<file path="src/rtl/collision_pkg.sv">
// Shared types and helpers for the collision scorer: state encoding, geometry
// constants and the per-enemy overlap test.
package collision_pkg;

  localparam int unsigned NUM_ENEMIES = 4;
  localparam int unsigned POS_W       = 10;

  typedef enum logic [1:0] {
    StPlay  = 2'd0,
    StFlash = 2'd1,
    StOver  = 2'd2
  } state_e;

  // Differences are taken one bit wider than the coordinates so that
  // positions near 0 never alias to positions near 1023.
  function automatic logic overlaps(input logic [POS_W-1:0] px,
                                    input logic [POS_W-1:0] py,
                                    input logic [POS_W-1:0] ex,
                                    input logic [POS_W-1:0] ey,
                                    input logic [POS_W:0]   radius);
    logic [POS_W:0] dx;
    logic [POS_W:0] dy;
    dx = (px >= ex) ? ({1'b0, px} - {1'b0, ex}) : ({1'b0, ex} - {1'b0, px});
    dy = (py >= ey) ? ({1'b0, py} - {1'b0, ey}) : ({1'b0, ey} - {1'b0, py});
    return (dx <= radius) && (dy <= radius);
  endfunction

endpackage

</file>
<file path="src/rtl/collision_scorer_if.sv">
// Bundle of game-side signals between the movement logic and the collision scorer.
interface collision_scorer_if;
  import collision_pkg::*;

  logic                         tick;
  logic [POS_W-1:0]             player_x;
  logic [POS_W-1:0]             player_y;
  logic [NUM_ENEMIES*POS_W-1:0] enemy_x;
  logic [NUM_ENEMIES*POS_W-1:0] enemy_y;
  logic                         hit;
  logic                         flash;
  logic [1:0]                   lives;
  logic                         game_over;
  logic [7:0]                   hit_count;
  logic [15:0]                  score_bcd;

  modport master (
    output tick, player_x, player_y, enemy_x, enemy_y,
    input  hit, flash, lives, game_over, hit_count, score_bcd
  );

  modport slave (
    input  tick, player_x, player_y, enemy_x, enemy_y,
    output hit, flash, lives, game_over, hit_count, score_bcd
  );

endinterface

</file>
<file path="src/rtl/collision_scorer_bcd.sv">
// Four-digit saturating BCD incrementer used for the survival score.
module bcd_counter4 (
  input  logic        clk,
  input  logic        rst,
  input  logic        inc,
  output logic [15:0] value,
  output logic        max_flag
);

  logic [15:0] r_value;
  logic [15:0] w_next;

  always_comb begin
    logic carry;
    w_next = r_value;
    carry  = 1'b1;
    for (int d = 0; d < 4; d++) begin
      if (carry) begin
        if (r_value[4*d +: 4] == 4'd9) begin
          w_next[4*d +: 4] = 4'd0;
        end else begin
          w_next[4*d +: 4] = r_value[4*d +: 4] + 4'd1;
          carry            = 1'b0;
        end
      end
    end
  end

  assign max_flag = (r_value == 16'h9999);
  assign value    = r_value;

  always_ff @(posedge clk or posedge rst) begin
    if (rst) begin
      r_value <= 16'h0000;
    end else if (inc && !max_flag) begin
      r_value <= w_next;
    end
  end

endmodule

</file>
<file path="src/rtl/collision_scorer.sv">
// Player/enemy collision detection with lives, invulnerability flash,
// hit counter and BCD survival score.
module collision_scorer
  import collision_pkg::*;
#(
  parameter int unsigned HIT_RADIUS  = 10,
  parameter int unsigned FLASH_TICKS = 32,
  parameter int unsigned START_LIVES = 3
) (
  input  logic               ClkPort,
  input  logic               Reset,
  collision_scorer_if.slave  bus
);

  localparam int unsigned    CntW      = (FLASH_TICKS > 1) ? $clog2(FLASH_TICKS) : 1;
  localparam logic [CntW-1:0] FlashLoad = CntW'(FLASH_TICKS - 1);
  localparam logic [POS_W:0]  Radius    = (POS_W + 1)'(HIT_RADIUS);
  localparam logic [1:0]      StartLv   = 2'(START_LIVES);

  logic [NUM_ENEMIES-1:0] w_overlap;
  logic [NUM_ENEMIES-1:0] r_overlap;
  logic                   w_any;
  logic                   r_prev;
  logic                   w_hit_evt;
  logic                   w_score_inc;
  logic                   w_score_max;
  logic [15:0]            w_score;

  state_e                 r_state;
  logic [CntW-1:0]        r_flash_cnt;
  logic [1:0]             r_lives;
  logic                   r_hit;
  logic                   r_flash;
  logic                   r_game_over;
  logic [7:0]             r_hit_count;

  always_comb begin
    w_overlap = '0;
    for (int i = 0; i < NUM_ENEMIES; i++) begin
      w_overlap[i] = overlaps(bus.player_x, bus.player_y,
                              bus.enemy_x[POS_W*i +: POS_W],
                              bus.enemy_y[POS_W*i +: POS_W], Radius);
    end
  end

  // Rising edge of "any enemy touching" only; several enemies at once count once.
  assign w_any       = |r_overlap;
  assign w_hit_evt   = w_any && !r_prev && (r_state == StPlay);
  assign w_score_inc = bus.tick && (r_state == StPlay) && !w_score_max;

  always_ff @(posedge ClkPort or posedge Reset) begin
    if (Reset) begin
      r_overlap   <= '0;
      r_prev      <= 1'b0;
      r_state     <= StPlay;
      r_flash_cnt <= '0;
      r_lives     <= StartLv;
      r_hit       <= 1'b0;
      r_flash     <= 1'b0;
      r_game_over <= 1'b0;
      r_hit_count <= 8'd0;
    end else begin
      r_overlap <= w_overlap;
      r_prev    <= w_any;
      r_hit     <= w_hit_evt;
      if (w_hit_evt && (r_hit_count != 8'hFF)) begin
        r_hit_count <= r_hit_count + 8'd1;
      end
      unique case (r_state)
        StPlay: begin
          if (w_hit_evt) begin
            if (r_lives > 2'd1) begin
              r_lives     <= r_lives - 2'd1;
              r_flash_cnt <= FlashLoad;
              r_state     <= StFlash;
              r_flash     <= 1'b1;
            end else begin
              r_lives     <= 2'd0;
              r_state     <= StOver;
              r_game_over <= 1'b1;
            end
          end
        end
        StFlash: begin
          if (bus.tick) begin
            if (r_flash_cnt == '0) begin
              r_state <= StPlay;
              r_flash <= 1'b0;
            end else begin
              r_flash_cnt <= r_flash_cnt - 1'b1;
            end
          end
        end
        StOver: begin
        end
        default: begin
          r_state <= StPlay;
          r_flash <= 1'b0;
        end
      endcase
    end
  end

  bcd_counter4 u_score (
    .clk      (ClkPort),
    .rst      (Reset),
    .inc      (w_score_inc),
    .value    (w_score),
    .max_flag (w_score_max)
  );

  assign bus.hit       = r_hit;
  assign bus.flash     = r_flash;
  assign bus.lives     = r_lives;
  assign bus.game_over = r_game_over;
  assign bus.hit_count = r_hit_count;
  assign bus.score_bcd = w_score;

endmodule

</file>
<file path="src/flat_wrapper.sv">
// flat-port wrapper written by rule: the top's interface ports become plain ports
module collision_scorer_flat import collision_pkg::*;
#(
  parameter int unsigned HIT_RADIUS  = 10,
  parameter int unsigned FLASH_TICKS = 32,
  parameter int unsigned START_LIVES = 3
)
  (ClkPort, Reset, bus_tick, bus_player_x, bus_player_y, bus_enemy_x, bus_enemy_y, bus_hit, bus_flash, bus_lives, bus_game_over, bus_hit_count, bus_score_bcd);
  collision_scorer_if bus_i ();
  input  logic ClkPort;
  input  logic Reset;
  input wire logic [$bits(bus_i.tick)-1:0] bus_tick;
  input wire logic [$bits(bus_i.player_x)-1:0] bus_player_x;
  input wire logic [$bits(bus_i.player_y)-1:0] bus_player_y;
  input wire logic [$bits(bus_i.enemy_x)-1:0] bus_enemy_x;
  input wire logic [$bits(bus_i.enemy_y)-1:0] bus_enemy_y;
  output wire logic [$bits(bus_i.hit)-1:0] bus_hit;
  output wire logic [$bits(bus_i.flash)-1:0] bus_flash;
  output wire logic [$bits(bus_i.lives)-1:0] bus_lives;
  output wire logic [$bits(bus_i.game_over)-1:0] bus_game_over;
  output wire logic [$bits(bus_i.hit_count)-1:0] bus_hit_count;
  output wire logic [$bits(bus_i.score_bcd)-1:0] bus_score_bcd;
  assign bus_i.tick = bus_tick;
  assign bus_i.player_x = bus_player_x;
  assign bus_i.player_y = bus_player_y;
  assign bus_i.enemy_x = bus_enemy_x;
  assign bus_i.enemy_y = bus_enemy_y;
  assign bus_hit = bus_i.hit;
  assign bus_flash = bus_i.flash;
  assign bus_lives = bus_i.lives;
  assign bus_game_over = bus_i.game_over;
  assign bus_hit_count = bus_i.hit_count;
  assign bus_score_bcd = bus_i.score_bcd;
  collision_scorer #(.HIT_RADIUS(HIT_RADIUS), .FLASH_TICKS(FLASH_TICKS), .START_LIVES(START_LIVES)) u_core (.ClkPort(ClkPort), .Reset(Reset), .bus(bus_i));
endmodule
</file>
<file path="config.mk">
export PLATFORM = sky130hd
export DESIGN_NAME = collision_scorer_flat
export DESIGN_NICKNAME = d
export VERILOG_FILES = /design/src/rtl/collision_pkg.sv /design/src/rtl/collision_scorer_if.sv /design/src/rtl/collision_scorer_bcd.sv /design/src/rtl/collision_scorer.sv /design/src/flat_wrapper.sv
export SDC_FILE = /design/constraint.sdc
export NUM_CORES = 1
export LEC_CHECK = 0
export CORE_MARGIN = 4
export CORE_UTILIZATION = 48
export CTS_BUF_LIST = sky130_fd_sc_hd__clkbuf_8
export DETAILED_ROUTE_END_ITERATION = 10
export PLACE_DENSITY = 0.71
export SETUP_SLACK_MARGIN = 0.5
export SYNTH_ARGS = -nofsm -noshare
export SYNTH_HDL_FRONTEND = slang
export SYNTH_SLANG_ARGS = --single-unit
export TNS_END_PERCENT = 100
</file>
<file path="constraint.sdc">
create_clock -name ClkPort -period 6.3 [get_ports ClkPort]
set_input_delay 1.26 -clock ClkPort [delete_from_list [all_inputs] [get_ports ClkPort]]
set_output_delay 1.26 -clock ClkPort [all_outputs]
set_load 0.02 [all_outputs]
</file>
# Word level (Yosys, flattened, before mapping)
# Index checks and enable logic that the tools add are counted.
# totals
register_bits	41
inputBits	103
output_inout_bits	29
word_cells	125
# classes
add_sub_neg	23
magnitude_cmp	17
n_eq_ne	13
mux	33
bitwise	2
n_reduce_logical	24
# op_table
op	count
$sub A10 B10 Y11	16
$le A11 B4 Y1 const B	8
$mux W11	8
$ge A10 B10 Y1	8
$mux W5	4
$add A4 B1 Y4 const B	4
$eq A16 B16 Y1 const B	1
$eq A4 B4 Y1 const B	4
$mux W4	4
$logic_and A1 B1 Y1	10
$mux W2	5
$pmux W5 S2	1
$reduce_and A5 Y1	2
$mux W1	9
$add A8 B1 Y8 const B	1
$ne A8 B8 Y1 const B	1
$reduce_and A2 Y1	4
$ne A2 B2 Y1 const B	3
$pmux W2 S3	1
$logic_not A5 Y1	1
$sub A5 B1 Y5 const B	1
$ne A2 B1 Y1 const B	2
$reduce_and A4 Y1	1
$reduce_or A4 Y1	1
10 further kinds	12

# Depth between registers and ports, before layout
# Gate-level depths: netlist of the first run.
# depth
depth_word	5
depth_mapped	13
mapped_depth_nobuf	13

# Cells and area by module
# From an unflattened synthesis of the first run, not the netlist that was laid out.
# hier_totals
cells_unflattened	1279
hier_area_um2	9560.4
# modules_own_cells
module	instances	cells_per_inst	area_per_inst_um2	seq_area_each_um2
collision_scorer	1	1200	8727.1	628.1
bcd_counter4	1	79	833.3	400.4

# Worst setup path before layout of the first run
# Ideal clock, no wire load.
# synth_timing
path_kind	in2reg
startpoint	input bus_enemy_x[4]
endpoint	register u_core.r_overlap[0]
arrival_ns	3.516
required_ns	6.189
slack_ns	2.673
cell_stages	11
path_buffers	0
path_cell_list	inv_1 ha_1 or3_4 nor3_2 o21ai_1 a211o_1 a21oi_4 mux2i_1 xnor2_1 o211a_1 a2111oi_2
# synth_via
elab_chain_len	4
elab_cells_between_ends	6
# synth_rtl
item	line	source
start, declared	flat_wrapper.sv:15	input wire logic [$bits(bus_i.enemy_x)-1:0] bus_enemy_x;
$sub A10 B10 Y11 or $ge A10 B10 Y1 (tied branches)	collision_pkg.sv:23	dx = (px >= ex) ? ({1'b0, px} - {1'b0, ex}) : ({1'b0, ex} - {1'b0, px});
$mux W11 (*)	collision_pkg.sv:23	
$le A11 B4 Y1 (*)	collision_pkg.sv:25	return (dx <= radius) && (dy <= radius);
$logic_and A1 B1 Y1 (*)	collision_pkg.sv:25	
net u_core.w_overlap[0]	collision_scorer.sv:20	logic [NUM_ENEMIES-1:0] w_overlap;
end signal, assigned	collision_scorer.sv:63	r_overlap <= w_overlap;
end, declared	collision_scorer.sv:21	logic [NUM_ENEMIES-1:0] r_overlap;
# The timed path passes the listed nets; every way through them passes the cells marked *.
# A chain may end at the register's enable or synchronous reset.

# Worst setup path after layout of the first run
# layout_timing
startpoint	input bus_player_y[1]
endpoint	register u_core.r_overlap[1]
# layout_via
elab_chain_len	4
elab_cells_between_ends	6
# layout_rtl
item	line	source
start, declared	flat_wrapper.sv:14	input wire logic [$bits(bus_i.player_y)-1:0] bus_player_y;
$sub A10 B10 Y11 or $ge A10 B10 Y1 (tied branches)	collision_pkg.sv:24	dy = (py >= ey) ? ({1'b0, py} - {1'b0, ey}) : ({1'b0, ey} - {1'b0, py});
$mux W11 (*)	collision_pkg.sv:24	
$le A11 B4 Y1 (*)	collision_pkg.sv:25	
$logic_and A1 B1 Y1 (*)	collision_pkg.sv:25	
net u_core.w_overlap[1]	collision_scorer.sv:20	
# Marked as above.

==> results of run 1 <==
## cells in the final DEF, fill, tap and decap left out, drive strengths merged, types with 10 or more instances in the layout
cell / synthesis / final
o21a: 17 / 17
mux2i: 38 / 38
or3: 10 / 10
clkdlybuf4s50: 0 / 131
inv: 150 / 150
nand3: 26 / 26
nand2b: 15 / 15
nor2: 95 / 95
a31oi: 16 / 16
xor2: 24 / 24
o21bai: 12 / 12
nor3: 29 / 29
a21oi: 99 / 99
a211oi: 22 / 22
ha: 163 / 163
o21ai: 81 / 81
xnor2: 37 / 37
a21o: 51 / 51
fa: 16 / 16
dfrtp: 39 / 39
nand4: 12 / 12
nor2b: 18 / 18
nand3b: 10 / 10
nand2: 80 / 80
o211ai: 11 / 11
## area by class of cell
class / count / area (sq um)
fill: 1858 / 8450
multi-input combinational: 1028 / 7770
timing repair buffer: 133 / 1330
sequential: 41 / 1030
inverter: 150 / 563
tap: 265 / 332
clock buffer: 6 / 82.6
clock inverter: 2 / 37.5
## logic make-up (layout without fill, tap and decap cells)
logic type | count (synthesis) | after routing
muxes | 45 | 45
adders and majority gates | 179 | 179
and+or+nand+nor | 342 | 342
AOI/OAI and AO/OA | 401 | 401
xor gates and xnor gates | 61 | 61
buffers and inverters | 201 | 291
DFF | 41 | 41
## critical path, delay by kind of cell
kind	cells	cell delay [ns]
xor gates and xnor gates	1	0.09
and+or+nand+nor	2	0.64
adders and majority gates	1	0.41
buffers and inverters	1	0.88
muxes	1	0.30
AOI/OAI and AO/OA	5	1.30
## how the worst max path moves through the flow
stage / startpoint / end / depth (start not counted)
finish: bus_player_y[1] / u_core.r_overlap[1] / 11
CTS: bus_player_y[1] / u_core.r_overlap[1] / 11
detailed placement: bus_player_x[1] / u_core.r_overlap[1] / 12
floorplan: bus_enemy_x[4] / u_core.r_overlap[0] / 11
global route: bus_player_x[1] / u_core.r_overlap[1] / 12
global placement: bus_player_x[1] / u_core.r_overlap[1] / 12
## flip-flops by register name, indices dropped and copies added (netlist names)
register / cells
u_core.bus.hit_count: 8
u_core.r_flash_cnt: 5
u_core.bus.game_over: 1
u_core.r_overlap: 4
u_core.bus.flash: 1
u_core.bus.hit: 1
u_core.u_score.value: 16
u_core.bus.lives: 2
u_core.r_state: 2
u_core.r_prev: 1
## power breakdown
part / switching [mW] / internal [mW] / leakage, nW / total [mW]
combinational: 0.549 / 0.420 / 4.66 / 0.968
sequential: 0.0308 / 0.290 / 0.538 / 0.320
clock: 0.105 / 0.129 / 0.0574 / 0.234
total: 0.685 / 0.838 / 5.25 / 1.52
## layer usage
metal / track usage / wire length, um / share of wire / vias to the layer above
li1: - / - / - / 4703
met1: 0.339 / 12600 / 0.45 / 4438
met2: 0.397 / 12700 / 0.46 / 320
met3: 0.0283 / 1940 / 0.070 / 33
met4: 0.0508 / 516 / 0.019 / 0
met5: 0 / 0 / 0 / -
==> flow_summary.json, run 1 <==
{
  "run_status": "completed",
  "cts_tree": "built",
  "globalplace.congestion": 0.983,
  "area_of_all_placed_cells_without_fillers_sq_um": 11100,
  "cp-start-kind": "primary input",
  "timing.final.setup_violations": 0,
  "power_per_cell_area_nw_per_um2": 137,
  "timing.rr.start": "u_core.u_score.value[6]",
  "finalWirelength_um": 27700,
  "port-buffer-count": 131,
  "synth_top_area_cell": "sky130_fd_sc_hd__ha_1",
  "final.setup.worst_slack_ns": 1.55,
  "report.final.slew_viol_count": 0,
  "yosysSeqAreaShare": 0.107,
  "fmaxAchievable_mhz": 211,
  "ys_top_cells_by_area": "sky130_fd_sc_hd__ha_1 21%, sky130_fd_sc_hd__dfrtp_1 10%, sky130_fd_sc_hd__inv_1 5.9%, sky130_fd_sc_hd__a21oi_1 5.1%, sky130_fd_sc_hd__a21o_1 4.0%",
  "numPlacedInstances": 1617,
  "critical_path_class": "primary input to flop",
  "timing.hold.worst_endpoint": "u_core.bus.game_over",
  "crit_path_max_incr_delay_ns": 0.88,
  "gr-total-overflow": 0,
  "drc": 0,
  "cap_viol_max_count": 0,
  "timing.max_slew.rel_slack": 0.567,
  "crit_chain": "clkdlybuf4s50_1, ha_1, nor2b_1, o211ai_1, a31oi_1, a221oi_4, mux2i_1, xnor2_1, o21ai_1, o311ai_1, nor4b_1",
  "ys_types": 84,
  "first_global_vias": 8721,
  "floorplan.rows": 51,
  "grtUsageTotal": 0.240,
  "hold_path_stages": 1,
  "synth_flop_cell": "sky130_fd_sc_hd__dfrtp_1",
  "synth_edf_count": 0,
  "async_reset_ff_frac": 1.00,
  "grt_start_max_net_pins": 42,
  "post_synth_mux_area_share": 0.0478,
  "chipHeight_um": 149,
  "synth_top_cells_by_count": "163 x sky130_fd_sc_hd__ha_1, 150 x sky130_fd_sc_hd__inv_1, 98 x sky130_fd_sc_hd__a21oi_1, 95 x sky130_fd_sc_hd__nor2_1, 80 x sky130_fd_sc_hd__nand2_1",
  "hold_path_class": "flop to flop",
  "clk_path_buf_depth": 2,
  "drt_iter0_drc": 624,
  "postCtsSetupRepairBufs": 0,
  "ys_ff_latch": 41,
  "post_layout_cell_count": 1625,
  "hold_viol": 0,
  "mappedNetlistNets": 1552,
  "grt_setup_unrepaired": "false",
  "post_synth_fa_ha_maj_area_fraction": 0.246,
  "core_sq_um": 19600,
  "placed_area_sq_um": 11000,
  "timing.critical_path.required_ns": 6.46,
  "synthToLayoutAreaGrowth_pct": 16.1,
  "total_power_mw": 1.52,
  "detailedRoute.firstPassIterationCount": 5,
  "power.leakage_nw": 5.25,
  "cts_num_sinks": 41,
  "yosysTopAreaCellShare": 0.213,
  "post_route_antenna_net_violation_count": 0,
  "critPathSlowestCell": "sky130_fd_sc_hd__clkdlybuf4s50_1",
  "hpwlAfterDp_um": 22200,
  "synth_area_per_cell_sq_um": 7.56,
  "worst-r2r-cell-count": 9,
  "i_o_pin_count": 132,
  "startpoint_of_the_lowest_slack_hold_path": "u_core.bus.game_over",
  "finalSetupTns_ns": 0,
  "regToRegEndpoint": "u_core.u_score.value[11]",
  "dp_slack_ns": 1.24,
  "crit_arrival_ns": 4.91,
  "cts-root-buf": "sky130_fd_sc_hd__clkbuf_8",
  "timing_worst_slew_pin_value_ns": 0.648,
  "starting_density_of_the_core": 0.490,
  "count_of_hold_buffers_inserted_by_post_cts_repair": 0,
  "wire_length_of_the_first_global_routing_pass_um": 44000,
  "antenna_cells_inserted": 0,
  "timing.final.crit_period_ns": 4.75,
  "timing.reg2reg.setup_slack_ns": 3.80,
  "drt-wirelength-per-cell_um": 17.1,
  "yosys.cell_count.top_type": "sky130_fd_sc_hd__ha_1",
  "synthesis.yosys.warnings": 0,
  "critical_path.endpoint_type": "flop",
  "post_synthesis_cell_area_sq_um": 9600,
  "cts-htree-levels": 2,
  "crit_share_post_route": 0.753,
  "timing.hold.ws_ns": 0.488,
  "ir_drop_v": 0.0000812,
  "worst_setup_hold_path_clk_slew_ns": 0.10,
  "compound_gate_portion_of_the_synthesized_area": 0.283,
  "chipWidth_um": 149,
  "antenna_found_initial": 0,
  "via_count": 9494,
  "layout.core_utilization": 0.569,
  "die-area_sq_um": 22300,
  "drive_above_1_share": 0.0279,
  "tritoncts.num_buffers": 5,
  "clock-skew-final_ns": 0.0187,
  "synth_simple_gate_area_frac": 0.178,
  "viasPerCell": 5.84,
  "insertion_delay_of_the_later_clocked_pin_in_the_worst_skew_pair_ns": 0.32,
  "worst-path-max-fanout": 9,
  "xor_and_xnor_area_share_after_synthesis": 0.0557,
  "netlist_instances": 1270,
  "nNetsFinal": 1641,
  "main_combinational_cell_family_by_area_after_synthesis": "compound AO/OA/AOI/OAI gates",
  "post_cts_resize_count": 0
}
No activity file was read; power rests on OpenSTA's default activity.
==> run 2: changes to the inputs <==
==> constraint.sdc (replaced) <==
create_clock -name ClkPort -period 4.9 [get_ports ClkPort]
set_input_delay 0.98 -clock ClkPort [delete_from_list [all_inputs] [get_ports ClkPort]]
set_output_delay 0.98 -clock ClkPort [all_outputs]
set_load 0.02 [all_outputs]
==> run 2 against run 1 <==
Net effect: clock skew fell by 0.0041 ns; flip-flop and latch count stayed put; die area is the same; combinational power is 29% higher; sequential share of layout area is essentially flat; global-route usage is 0.052 points higher; via count increased by 0.35%; worst hold slack got worse by 0.0023 ns; clock-buffer cell count is 1 lower; worst setup slack got worse by 0.76 ns; largest cell class unchanged; design area up 0.39%; power rose by 28%.
==> flow_summary.json, run 2 (synthesis results as in run 1) <==
{
  "run_status": "completed",
  "i_o_pin_count": 132,
  "antenna_cells_inserted": 0,
  "postCtsSetupRepairBufs": 0,
  "starting_density_of_the_core": 0.490,
  "cts-root-buf": "sky130_fd_sc_hd__clkbuf_8",
  "cts-htree-levels": 2,
  "leading_cell_type_in_the_layout_fill_and_taps_excluded": "sky130_fd_sc_hd__ha_1",
  "worst-path-max-fanout": 11,
  "post_layout_cell_count": 1631,
  "via_count": 9527,
  "layout.core_utilization": 0.571,
  "drc": 0,
  "nNetsFinal": 1647,
  "viasPerCell": 5.84,
  "post_route_antenna_net_violation_count": 0,
  "fmaxAchievable_mhz": 243,
  "first_global_vias": 8834,
  "antenna_found_initial": 1,
  "timing.final.setup_violations": 0,
  "insertion_delay_of_the_later_clocked_pin_in_the_worst_skew_pair_ns": 0.31,
  "numPlacedInstances": 1623,
  "chipHeight_um": 149,
  "core_sq_um": 19600,
  "crit_share_post_route": 0.839,
  "count_of_hold_buffers_inserted_by_post_cts_repair": 0,
  "power.leakage_nw": 5.28,
  "power.combinational.fraction": 0.644,
  "port-buffer-count": 131,
  "timing_worst_slew_pin_value_ns": 0.677,
  "met3_use_gr": 0.0255,
  "floorplan.rows": 51,
  "largest_reg_flops": 16,
  "grtUsageTotal": 0.241,
  "globalplace.congestion": 0.969,
  "timing.max_slew.rel_slack": 0.549,
  "gr-total-overflow": 0,
  "total_power_mw": 1.94,
  "crit_arrival_ns": 4.29,
  "cp-start-kind": "primary input",
  "critical_path.endpoint_type": "flop",
  "hold_path_class": "flop to flop",
  "cts_num_sinks": 41,
  "ir_drop_v": 0.000129,
  "intPower_mw": 1.07,
  "net-switching-power_mw": 0.876,
  "timing.hold.ws_ns": 0.486,
  "drive_above_1_share": 0.0315,
  "p_seq_frac": 0.212,
  "hpwlAfterDp_um": 22400,
  "clk_path_buf_depth": 2,
  "drt_iter0_drc": 658,
  "cts_tree": "built",
  "critical_path_class": "primary input to flop",
  "report.final.slew_viol_count": 0,
  "power_frac_clock": 0.144,
  "tritoncts.num_buffers": 5,
  "die-area_sq_um": 22300,
  "synthToLayoutAreaGrowth_pct": 16.6,
  "timing.critical_path.required_ns": 5.08,
  "met1_track_usage_gr": 0.341,
  "timing.final.crit_period_ns": 4.11,
  "detailedRoute.firstPassIterationCount": 6,
  "layout_common_cells": "163 x sky130_fd_sc_hd__ha_1, 151 x sky130_fd_sc_hd__inv_1, 131 x sky130_fd_sc_hd__clkdlybuf4s50_1, 98 x sky130_fd_sc_hd__a21oi_1, 95 x sky130_fd_sc_hd__nor2_1",
  "finalWirelength_um": 27800,
  "drt-wirelength-per-cell_um": 17.1,
  "wire_length_of_the_first_global_routing_pass_um": 44200,
  "chipWidth_um": 149,
  "netSwitchingFraction": 0.451,
  "worst_setup_hold_path_clk_slew_ns": 0.09,
  "cap_viol_max_count": 0,
  "met2_usage": 0.395,
  "power_per_cell_area_nw_per_um2": 174,
  "gr-max-usage-layer": "met2",
  "grt_setup_unrepaired": "false",
  "grt_start_max_net_pins": 42,
  "hold_viol": 0,
  "finalSetupTns_ns": 0,
  "clock-skew-final_ns": 0.0146
}
run 2: cell count changes in the layout (fill, tap and decap cells not counted), sizes merged:
| cell | previous run | this run |
|---|---|---|
| inv | 150 | 151 |
| clkinvlp | 1 | 0 |
| clkbuf | 6 | 5 |
| buf | 2 | 8 |
| clkinv | 0 | 1 |
run 2: cell type report:
class                      count  area, sq um
clock buffer                   5         68.8
clock inverter                 3         38.8
fill                        1865         8400
tap                          265          332
timing repair buffer         139         1370
sequential                    41         1030
multi-input combinational   1028         7780
inverter                     150          563
run 2: per-layer routing:
layer | wire (um) | up-vias
li1 | - | 4717
met1 | 12700 | 4404
met2 | 12400 | 362
met3 | 2030 | 44
met4 | 638 | 0
met5 | 0 | -
run 2: path summary, 6_finish.rpt:
path / startpoint / end / slack (ns) / cells after the start
setup / recovery: bus_player_x[8] / u_core.r_overlap[1] / 0.79 / 11
hold / removal: u_core.bus.game_over / u_core.bus.game_over / 0.49 / 1
max in group asynchronous: Reset / u_core.bus.lives[1] / 3.40 / 3
hold reg to reg: u_core.bus.game_over / u_core.bus.game_over / 0.49 / 1
setup reg to reg: u_core.u_score.value[11] / u_core.u_score.value[9] / 2.38 / 8
min in group asynchronous: Reset / u_core.r_overlap[3] / 1.10 / 3
run 2: critical path: stages:
cell and delay, ns:
sky130_fd_sc_hd__clkdlybuf4s50_1 0.61, sky130_fd_sc_hd__ha_1 0.54, sky130_fd_sc_hd__a21o_1 0.28, sky130_fd_sc_hd__a21oi_1 0.19, sky130_fd_sc_hd__nand2_1 0.14, sky130_fd_sc_hd__a211oi_2 0.45
sky130_fd_sc_hd__nand2_1 0.11, sky130_fd_sc_hd__a211o_1 0.27, sky130_fd_sc_hd__a211oi_1 0.21, sky130_fd_sc_hd__o311ai_1 0.12, sky130_fd_sc_hd__nor4b_1 0.37
run 2: what timing repair did:
action,4_1_cts,5_1_grt
resized for setup,0,1
endpoints found under the hold margin,0,0
setup endpoints to repair,0,1
run 2: through the flow:
stage | instance area (sq um) | worst slack (ns)
2_1_floorplan | 9600 | 1.55
3_3_place_gp | 11100 | 0.424
3_5_place_dp | 11100 | 0.423
4_1_cts | 11200 | 0.758
5_1_grt | 11200 | 0.582
6_report | 11200 | 0.789
run 2: power groups by stage:
stage	Combinational, mW	Sequential, mW	Clock (mW)
3_5_place_dp	1.23	0.417	0
6_report	1.25	0.411	0.280
2_1_floorplan	0.867	0.423	0
4_1_cts	1.24	0.411	0.291
5_1_grt	1.38	0.419	0.305
3_3_place_gp	1.22	0.416	0
